==> src/rtl/panel_keypad_sequencer.sv <==
// panel_keypad_sequencer: front-panel keypad scanner, hex entry assembler and serialized command strober.
//   clk          system clock
//   rst_n        asynchronous active-low reset
//   kp_row       keypad rows, active-low
//   kp_col       keypad column drive, one bit low at a time
//   func_btn     raw active-high function buttons
//   entry        assembled 16-bit hex entry
//   entry_valid  high while digit_count != 0
//   digit_count  digits entered, saturating at 4
//   cmd_pulse    one-hot single-cycle command strobes (0 step .. 11 toPC)
//   Optional feature macro: PANEL_AUTOREPEAT_EN (auto-repeat of dec and storeinc)
module panel_keypad_sequencer #(
    parameter int SCAN_DIV       = 5000,
    parameter int DEBOUNCE_SCANS = 4,
    parameter int REPEAT_FRAMES  = 32
) (
    input  logic        clk,
    input  logic        rst_n,
    input  logic [3:0]  kp_row,
    output logic [3:0]  kp_col,
    input  logic [11:0] func_btn,
    output logic [15:0] entry,
    output logic        entry_valid,
    output logic [2:0]  digit_count,
    output logic [11:0] cmd_pulse
);
    localparam int VW = (SCAN_DIV > 1) ? $clog2(SCAN_DIV) : 1;
    localparam int DW = $clog2(DEBOUNCE_SCANS + 1);
    localparam logic [VW-1:0] DIV_LAST = VW'(SCAN_DIV - 1);
    localparam logic [DW-1:0] DB_N     = DW'(DEBOUNCE_SCANS);
    localparam logic [DW-1:0] DB_LAST  = DW'(DEBOUNCE_SCANS - 1);
    // storeinc, load, toA..toPC consume the entry
    localparam logic [11:0] CONSUME    = 12'hFC8;

    if (SCAN_DIV < 1 || DEBOUNCE_SCANS < 1 || REPEAT_FRAMES < 1) begin : g_bad_params
        $error("panel_keypad_sequencer: parameters must be >= 1");
    end

    logic [VW-1:0] div;
    logic [1:0]    col;
    logic          sample, frame_end;
    logic [3:0]    act;
    logic          one_hot;
    logic [1:0]    row_idx;
    logic [1:0]    fr_keys, keys_n;
    logic [3:0]    fr_hex, hex_n;
    logic          key_down, key_acc;
    logic [DW-1:0] kcnt, kc_n;
    logic [3:0]    cand;
    logic [11:0]   sync1, sync2, btn_db, accept, rise, rep_fire, pending, low;
    logic [11:0][DW-1:0] bcnt;
    logic          clr;

    assign sample    = div == DIV_LAST;
    assign frame_end = sample && col == 2'd3;
    assign kp_col    = ~(4'b0001 << col);

    always_ff @(posedge clk or negedge rst_n) begin
        if (!rst_n) begin
            div <= '0;
            col <= 2'd0;
        end else if (sample) begin
            div <= '0;
            col <= col + 2'd1;
        end else begin
            div <= div + 1'b1;
        end
    end

    // Per-frame classification: fr_keys 0 = NONE, 1 = single KEY, 2 = MULTI
    assign act     = ~kp_row;
    assign one_hot = act != 4'd0 && (act & (act - 4'd1)) == 4'd0;
    assign row_idx = act[0] ? 2'd0 : act[1] ? 2'd1 : act[2] ? 2'd2 : 2'd3;

    always_comb begin
        keys_n = (!sample || act == 4'd0) ? fr_keys : (one_hot && fr_keys == 2'd0) ? 2'd1 : 2'd2;
        hex_n  = (sample && one_hot && fr_keys == 2'd0) ? {col, row_idx} : fr_hex;
        kc_n   = (kcnt != '0 && hex_n == cand) ? kcnt + 1'b1 : DW'(1);
    end

    always_ff @(posedge clk or negedge rst_n) begin
        if (!rst_n) begin
            fr_keys <= 2'd0;
            fr_hex  <= 4'd0;
        end else begin
            fr_keys <= frame_end ? 2'd0 : keys_n;
            fr_hex  <= hex_n;
        end
    end

    // Key debounce; MULTI frames leave the counter and latched state untouched
    always_ff @(posedge clk or negedge rst_n) begin
        if (!rst_n) begin
            key_down <= 1'b0;
            key_acc  <= 1'b0;
            kcnt     <= '0;
            cand     <= 4'd0;
        end else begin
            key_acc <= 1'b0;
            if (frame_end) begin
                if (!key_down) begin
                    if (keys_n == 2'd1) begin
                        cand <= hex_n;
                        if (kc_n == DB_N) begin
                            key_down <= 1'b1;
                            key_acc  <= 1'b1;
                            kcnt     <= '0;
                        end else begin
                            kcnt <= kc_n;
                        end
                    end else if (keys_n == 2'd0) begin
                        kcnt <= '0;
                    end
                end else if (keys_n == 2'd0) begin
                    if (kcnt + 1'b1 == DB_N) begin
                        key_down <= 1'b0;
                        kcnt     <= '0;
                    end else begin
                        kcnt <= kcnt + 1'b1;
                    end
                end else if (keys_n == 2'd1) begin
                    kcnt <= '0;
                end
            end
        end
    end

    always_comb begin
        for (int i = 0; i < 12; i++)
            accept[i] = frame_end && sync2[i] != btn_db[i] && bcnt[i] == DB_LAST;
        rise = accept & sync2;
    end

    always_ff @(posedge clk or negedge rst_n) begin
        if (!rst_n) begin
            sync1  <= '0;
            sync2  <= '0;
            btn_db <= '0;
            bcnt   <= '0;
        end else begin
            sync1 <= func_btn;
            sync2 <= sync1;
            for (int i = 0; i < 12; i++) begin
                if (frame_end) begin
                    if (accept[i]) begin
                        btn_db[i] <= sync2[i];
                        bcnt[i]   <= '0;
                    end else if (sync2[i] != btn_db[i]) begin
                        bcnt[i] <= bcnt[i] + 1'b1;
                    end else begin
                        bcnt[i] <= '0;
                    end
                end
            end
        end
    end

`ifdef PANEL_AUTOREPEAT_EN
    localparam int RW = $clog2(2 * REPEAT_FRAMES + 1);
    localparam logic [RW-1:0] REP_LAST   = RW'(2 * REPEAT_FRAMES - 1);
    localparam logic [RW-1:0] REP_RELOAD = RW'(REPEAT_FRAMES);
    logic [RW-1:0] rep3, rep5;

    // Repeats only while the raw button is still held, so a release in progress never fires
    assign rep_fire = {6'b0, frame_end && btn_db[5] && sync2[5] && rep5 == REP_LAST, 1'b0,
                       frame_end && btn_db[3] && sync2[3] && rep3 == REP_LAST, 3'b0};

    always_ff @(posedge clk or negedge rst_n) begin
        if (!rst_n) begin
            rep3 <= '0;
            rep5 <= '0;
        end else begin
            rep3 <= !btn_db[3] ? '0 : frame_end ? (rep3 == REP_LAST ? REP_RELOAD : rep3 + 1'b1) : rep3;
            rep5 <= !btn_db[5] ? '0 : frame_end ? (rep5 == REP_LAST ? REP_RELOAD : rep5 + 1'b1) : rep5;
        end
    end
`else
    assign rep_fire = '0;
`endif

    // Lowest pending bit is issued each cycle; re-presses merge into a still-pending bit
    assign low = pending & (~pending + 12'd1);
    assign clr = |(cmd_pulse & CONSUME);

    always_ff @(posedge clk or negedge rst_n) begin
        if (!rst_n) begin
            pending   <= '0;
            cmd_pulse <= '0;
        end else begin
            pending   <= (pending & ~low) | rise | rep_fire;
            cmd_pulse <= low;
        end
    end

    always_ff @(posedge clk or negedge rst_n) begin
        if (!rst_n) begin
            entry       <= 16'h0000;
            digit_count <= 3'd0;
        end else if (key_acc) begin
            entry       <= {clr ? 12'h000 : entry[11:0], cand};
            digit_count <= clr ? 3'd1 : digit_count == 3'd4 ? 3'd4 : digit_count + 3'd1;
        end else if (clr) begin
            entry       <= 16'h0000;
            digit_count <= 3'd0;
        end
    end

    assign entry_valid = digit_count != 3'd0;
endmodule

==> config.mk <==
export PLATFORM = sky130hd
export DESIGN_NAME = panel_keypad_sequencer
export DESIGN_NICKNAME = d
export VERILOG_FILES = /design/src/rtl/panel_keypad_sequencer.sv
export SDC_FILE = /design/constraint.sdc
export NUM_CORES = 1
export LEC_CHECK = 0
export ABC_AREA = 0
export CORE_MARGIN = 2
export CORE_UTILIZATION = 50
export DETAILED_ROUTE_END_ITERATION = 16
export HOLD_SLACK_MARGIN = 0.12
export PLACE_DENSITY = 0.76
export RECOVER_POWER = 25
export SYNTH_ARGS = -nofsm -noshare
export SYNTH_HDL_FRONTEND = slang
export SYNTH_SLANG_ARGS = --single-unit
export TNS_END_PERCENT = 1
==> constraint.sdc <==
create_clock -name clk -period 4.9 [get_ports clk]
set_input_delay 0.49 -clock clk [delete_from_list [all_inputs] [get_ports clk]]
set_output_delay 0.49 -clock clk [all_outputs]
set_load 0.03 [all_outputs]
==> impl_metrics.ini, run 1 <==
[status]
outcome = complete, but fails checks
violations = capacitance limit, slew limit

[synthesis]
yosys_warnings = 0
syn-cell-area_um2 = 6430
synthArstFlopShare_pct = 100
postSynthCellCount = 575
synth_edf_count = 0
synthFlopType = dfrtp_1
avgSynthCellArea_um2 = 11.2
ys_seq_area_share_pct = 56.4
syn-num-nets = 627
ys_ff_latch = 145
synth_cell_type_count = 48

[cts]
htreeDepth = 4
clock_path_buffers = 2
path_clk_slew_ns = 0.06
cts_tree = built
ctsHoldBuffers = 0
cts_resized = 0
cts_num_sinks = 145
post_cts_buffers = 0
clock_latency_ns = 0.43
cts_buffers = 17
cts-root-buf = clkbuf_16

[power]
leakage_nw = 3.68
switching_share_pct = 21.0
pwr-share-seq_pct = 47.8
pwr-share-comb_pct = 2.2
internal_power_mw = 2.00
powerDensity_nw_per_um2 = 329
p_switching_mw = 0.534
clockPowerShare_pct = 50.0
vdd_drop_max_uv = 165

[worst_setup_path]
start_kind = flip-flop
crit_type = reg2reg
crit_required_ns = 5.20
cp.arrival_ns = 3.19
crit_fanout = 30
end_kind = flip-flop
r2r_cells = 7

[cells_and_area]
area_growth_pct = 19.9
final_net_count = 684
final_cell_mix = 145 x dfrtp_1, 52 x nand2_1, 42 x inv_1, 42 x o21ai_0, 40 x clkdlybuf4s50_1
mostFrequentLayoutCell = dfrtp_1
num_antenna_cells = 0
post-route-util_pct = 61.4
drive_gt1_share_pct = 9.30

[place]
port_buffers = 53
dp_hpwl_um = 7780
gp_congestion = 0.850

[worst_hold_path]
min_delay_path_depth = 0
min_path_type = reg2reg

[floorplanning]
pin_count = 54
dieArea_um2 = 13800
die_y_um = 117
rows = 41
die_x_um = 117
core_um2 = 12600
floorplan.initialDensity_pct = 51.1

[timing]
min_period_ns = 2.89
setup_viol = 0
period_share_pct = 59.1
fin_tns_setup_ns = 0
fmaxAchievable_ghz = 0.345
timing.slew.headroom_pct = -71.3
drv_slew = 107
skew_ns = 0.0128
worst_pin_slew_ns = 2.57
hold_viol = 0
holdWs_ns = 0.346
rsz0062_at_grt = no

[route]
ant_nets = 0
routed_wirelength_um = 11700
drtIter0Drc = 258
vias = 4366
remaining_drc_errors = 0
routedWlPerCell_um = 14.3
vias_per_cell = 5.34
first_pass_iters = 6

[global_route]
grt_pass1_vias = 4422
grt_util_all_layers_pct = 18.3
gr-total-overflow = 0
grt_max_degree = 107
grt_pass1_wl_um = 20400
grt_antenna_before_repair = 0

[flow_run]
cap_violations = 1
## flip-flops by register name (all words and copies together), names as in the netlist, 4 cells and up
register,flops
cmd_pulse,12
sync2,12
fr_hex,4
div,13
pending,12
btn_db,12
sync1,12
bcnt,36
cand,4
entry,16
## kinds of logic (layout without fill, tap and decap cells)
kind of cell | after synthesis | after routing | synth area share, %
AO/OA/AOI/OAI | 94 | 94 | 9.09
XOR/XNOR | 21 | 21 | 2.86
adder cells (fa/ha/maj) | 35 | 35 | 6.77
buffers and inverters | 59 | 129 | 3.46
flip-flops | 145 | 145 | 56.4
multiplexers | 33 | 33 | 5.47
AND/OR/NAND/NOR | 188 | 188 | 15.9
## power by group through the flow
stage	clock, mW	combinational (mW)	sequential [mW]
2_1_floorplan	0	0.0167	1.23
6_report	1.27	0.0554	1.21
3_5_place_dp	0	0.0593	1.23
5_1_grt	1.34	0.0634	1.21
3_3_place_gp	0	0.0576	1.23
4_1_cts	1.29	0.0598	1.21
## metrics by stage
| stage | power, mW | instance area [um2] | std cells | setup WS (ns) |
|---|---|---|---|---|
| final | 2.54 | 7710 | 817 | 2.01 |
| after global routing | 2.62 | 7710 | 817 | 1.71 |
| after CTS | 2.56 | 7720 | 817 | 2.03 |
| after detailed placement | 1.29 | 7130 | 785 | 2.02 |
| after global placement | 1.29 | 7130 | 785 | 2.21 |
| after floorplan | 1.25 | 6430 | 575 | 2.67 |
## per-layer routing
| metal | vias to the layer above | track usage [%] | routed length (um) |
|---|---|---|---|
| met5 | - | 0 | 0 |
| met4 | 0 | 8.21 | 212 |
| met3 | 20 | 5.11 | 479 |
| met2 | 94 | 29.5 | 5870 |
| met1 | 2158 | 23.1 | 5150 |
| li1 | 2094 | - | - |
## worst max-delay path, stage by stage (launching register included)
cell and delay [ns]:
dfrtp_1 0.38, ha_1 0.21, and4bb_2 0.27, and4_1 0.92, nand2b_1 0.15, a21oi_1 0.48
mux2i_1 0.25, o21ai_0 0.09
## cell usage after synthesis (2+ instances only)
master / number / area share, %
a21o_1: 20 / 2.3
mux2_2: 17 / 3.0
nand2b_1: 27 / 2.6
ha_1: 34 / 6.6
nor3b_1: 5 / 0.58
or3_4: 3 / 0.53
and2_1: 5 / 0.49
nand3b_1: 2 / 0.23
and4_1: 2 / 0.27
nor2_1: 28 / 1.6
o21ai_0: 42 / 3.3
a21oi_1: 7 / 0.54
inv_1: 42 / 2.5
mux2i_1: 16 / 2.5
xor2_1: 10 / 1.4
o21ai_1: 2 / 0.16
o31ai_1: 13 / 1.5
dfrtp_1: 145 / 56
nor3_1: 18 / 1.4
clkbuf_1: 15 / 0.88
a31oi_1: 2 / 0.19
a32o_1: 2 / 0.31
or3_1: 12 / 1.2
and4bb_2: 3 / 0.58
and4b_1: 3 / 0.47
nand2_1: 52 / 3.0
nor2b_1: 2 / 0.19
nand4_1: 3 / 0.29
and3_1: 6 / 0.58
xnor2_1: 11 / 1.5
nand3_1: 9 / 0.70
## path summary, 6_finish.rpt
kind	slack [ns]	start	end
max	2.01	div[0]$_DFF_PN0_	kcnt[2]$_DFFE_PN0P_
min	0.35	sync1[2]$_DFF_PN0_	sync2[2]$_DFF_PN0_
max reg2reg	2.01	div[0]$_DFF_PN0_	kcnt[2]$_DFFE_PN0P_
min reg2reg	0.35	sync1[2]$_DFF_PN0_	sync2[2]$_DFF_PN0_
max in group asynchronous	2.40	rst_n	bcnt[0]$_DFFE_PN0P_
min in group asynchronous	0.86	rst_n	entry[11]$_DFFE_PN0P_
## area by class of cell
| type | instances | area, um2 |
|---|---|---|
| fill | 1021 | 4860 |
| sequential | 145 | 3630 |
| multi-input combinational | 371 | 2580 |
| timing repair buffer | 55 | 541 |
| clock buffer | 20 | 457 |
| tap | 172 | 215 |
| inverter | 42 | 158 |
| clock inverter | 12 | 135 |
Note: power is estimated with default switching activity, not from simulation.
==> inputs of run 2 (changes only) <==
PLACE_DENSITY = 0.79   (was 0.76)
clock period = 2.57 ns   (was 4.9 ns; I/O delays follow)
==> run 2 against run 1 <==
  * Critical endpoint is now pending[11]$_DFF_PN0_
  * First-iteration DRC count is 22% higher
  * Total power is 89% higher
  * Non-clock buffer count is 11 higher
  * Sequential power is 91% higher
  * The flow still finishes with violations (capacitance limit, slew limit)
  * Clock skew is 0.0030 ns higher
  * Register-to-register slack worse by 1.8 ns
==> impl_metrics.ini, run 2 (synthesized netlist as in run 1, its figures left out) <==
[power]
clockPowerShare_pct = 49.3
internal_power_mw = 3.78
vdd_drop_max_uv = 338
p_switching_mw = 1.01
leakage_nw = 3.74
p_total_mw = 4.79
powerDensity_nw_per_um2 = 615
switching_share_pct = 21.1
pwr-share-seq_pct = 48.3
pwr-share-comb_pct = 2.4

[worst_setup_path]
crit_required_ns = 2.87
crit_fanout = 6
cp_cell_sequence = or3_4, or4_4, or3_4, or3_4, o21ai_1, o21ai_1
end_kind = flip-flop
cp_top_family = simple AND/OR/NAND/NOR gates
r2r_cells = 6
cp.arrival_ns = 2.64
cp_num_buf_inv = 0
path_common_cell = or3_4
slowest_stage = or4_4
crit_type = reg2reg
worst-path-stages = 6
start_kind = flip-flop
cpPeakStageDelay_ns = 0.45

[global_route]
grt_max_degree = 63
grt_util_all_layers_pct = 18.2
gr-total-overflow = 0
grt_antenna_before_repair = 0
grt_pass1_wl_um = 20300
grt_pass1_vias = 4489

[route]
routed_wirelength_um = 11600
first_pass_iters = 5
vias_per_cell = 5.19
ant_nets = 0
routedWlPerCell_um = 14.0
remaining_drc_errors = 0
vias = 4300
drtIter0Drc = 316

[floorplanning]
pin_count = 54
floorplan.initialDensity_pct = 51.1
die_y_um = 117
core_um2 = 12600
die_x_um = 117
rows = 41
dieArea_um2 = 13800

[cells_and_area]
seqCellArea_um2 = 3630
largest_reg_flops = 36
final_cell_mix = 145 x dfrtp_1, 52 x nand2_1, 42 x inv_1, 42 x o21ai_0, 40 x clkdlybuf4s50_1
final_cell_area_um2 = 7790
nFillCells = 965
regMostFlops = bcnt
stdcell_count = 828
area_growth_pct = 21.2
drive_gt1_share_pct = 10.4
multi_input_area_um2 = 2580
top_regs = bcnt: 36 flops, entry: 16 flops, div: 13 flops
post-route-util_pct = 62.0
mostFrequentLayoutCell = dfrtp_1
final_net_count = 695
num_antenna_cells = 0

[place]
gp_congestion = 0.832
preCtsSetupSlack_ns = 0.219
placed_area_um2 = 7210
port_buffers = 53
dp_hpwl_um = 8150
placed_cells = 795

[timing]
timing.slew.headroom_pct = -1.15
drv_slew = 62
holdWs_ns = 0.347
skew_ns = 0.0158
setup_viol = 0
layout_setup_ws_ns = 0.230
min_period_ns = 2.34
worst_pin_slew_ns = 1.52
period_share_pct = 91.1
rsz0062_at_grt = no
fin_tns_setup_ns = 0
fmaxAchievable_ghz = 0.427
hold_viol = 0

[cts]
cts_num_sinks = 145
cts_buffers = 17
clock_path_buffers = 2
cts-root-buf = clkbuf_16
htreeDepth = 4
post_cts_buffers = 0
clock_latency_ns = 0.42
cts_tree = built
path_clk_slew_ns = 0.06
ctsHoldBuffers = 1
cts_resized = 0

[worst_hold_path]
min_path_type = reg2reg
min_delay_path_depth = 0

[status]
violations = capacitance limit, slew limit
outcome = complete, but fails checks

[flow_run]
cap_violations = 1
==> run 2: worst register-to-register path, stage by stage (launching register included) <==
cell,delay (ns)
dfrtp_1,0.42
or3_4,0.41
or4_4,0.45
or3_4,0.37
or3_4,0.36
o21ai_1,0.13
o21ai_1,0.08
==> run 2: final timing paths <==
path                                           start                endpoint  slack [ns]
min in group asynchronous                      rst_n   entry[13]$_DFFE_PN0P_        0.76
worst max register to register  pending[0]$_DFF_PN0_   pending[11]$_DFF_PN0_        0.23
worst min register to register   sync1[10]$_DFF_PN0_     sync2[10]$_DFF_PN0_        0.35
worst max-delay path            pending[0]$_DFF_PN0_   pending[11]$_DFF_PN0_        0.23
worst min-delay path             sync1[10]$_DFF_PN0_     sync2[10]$_DFF_PN0_        0.35
max in group asynchronous                      rst_n  btn_db[11]$_DFFE_PN0P_        0.77
==> run 2: cell type report <==
cell class	instances	share of cell area (%)
clock buffers	20	5.61
clock inverters	12	1.75
inverters	42	2.02
multi-input cells	371	33.1
flip-flops and latches	145	46.6
well taps	172	2.76
repair buffers	66	8.19
==> run 2: metal layers <==
layer / track usage, % / wire (um)
met5: 0 / 0
met4: 8.28 / 114
met3: 4.04 / 381
met2: 31.0 / 5970
met1: 22.3 / 5150
==> run 2: power groups by stage <==
| stage | registers (mW) | clock network (mW) | logic [mW] |
|---|---|---|---|
| floorplan | 2.35 | 0 | 0.0319 |
| global placement | 2.35 | 0 | 0.116 |
| detailed placement | 2.35 | 0 | 0.121 |
| CTS | 2.31 | 2.41 | 0.123 |
| global route | 2.31 | 2.51 | 0.130 |
| finish | 2.31 | 2.36 | 0.114 |
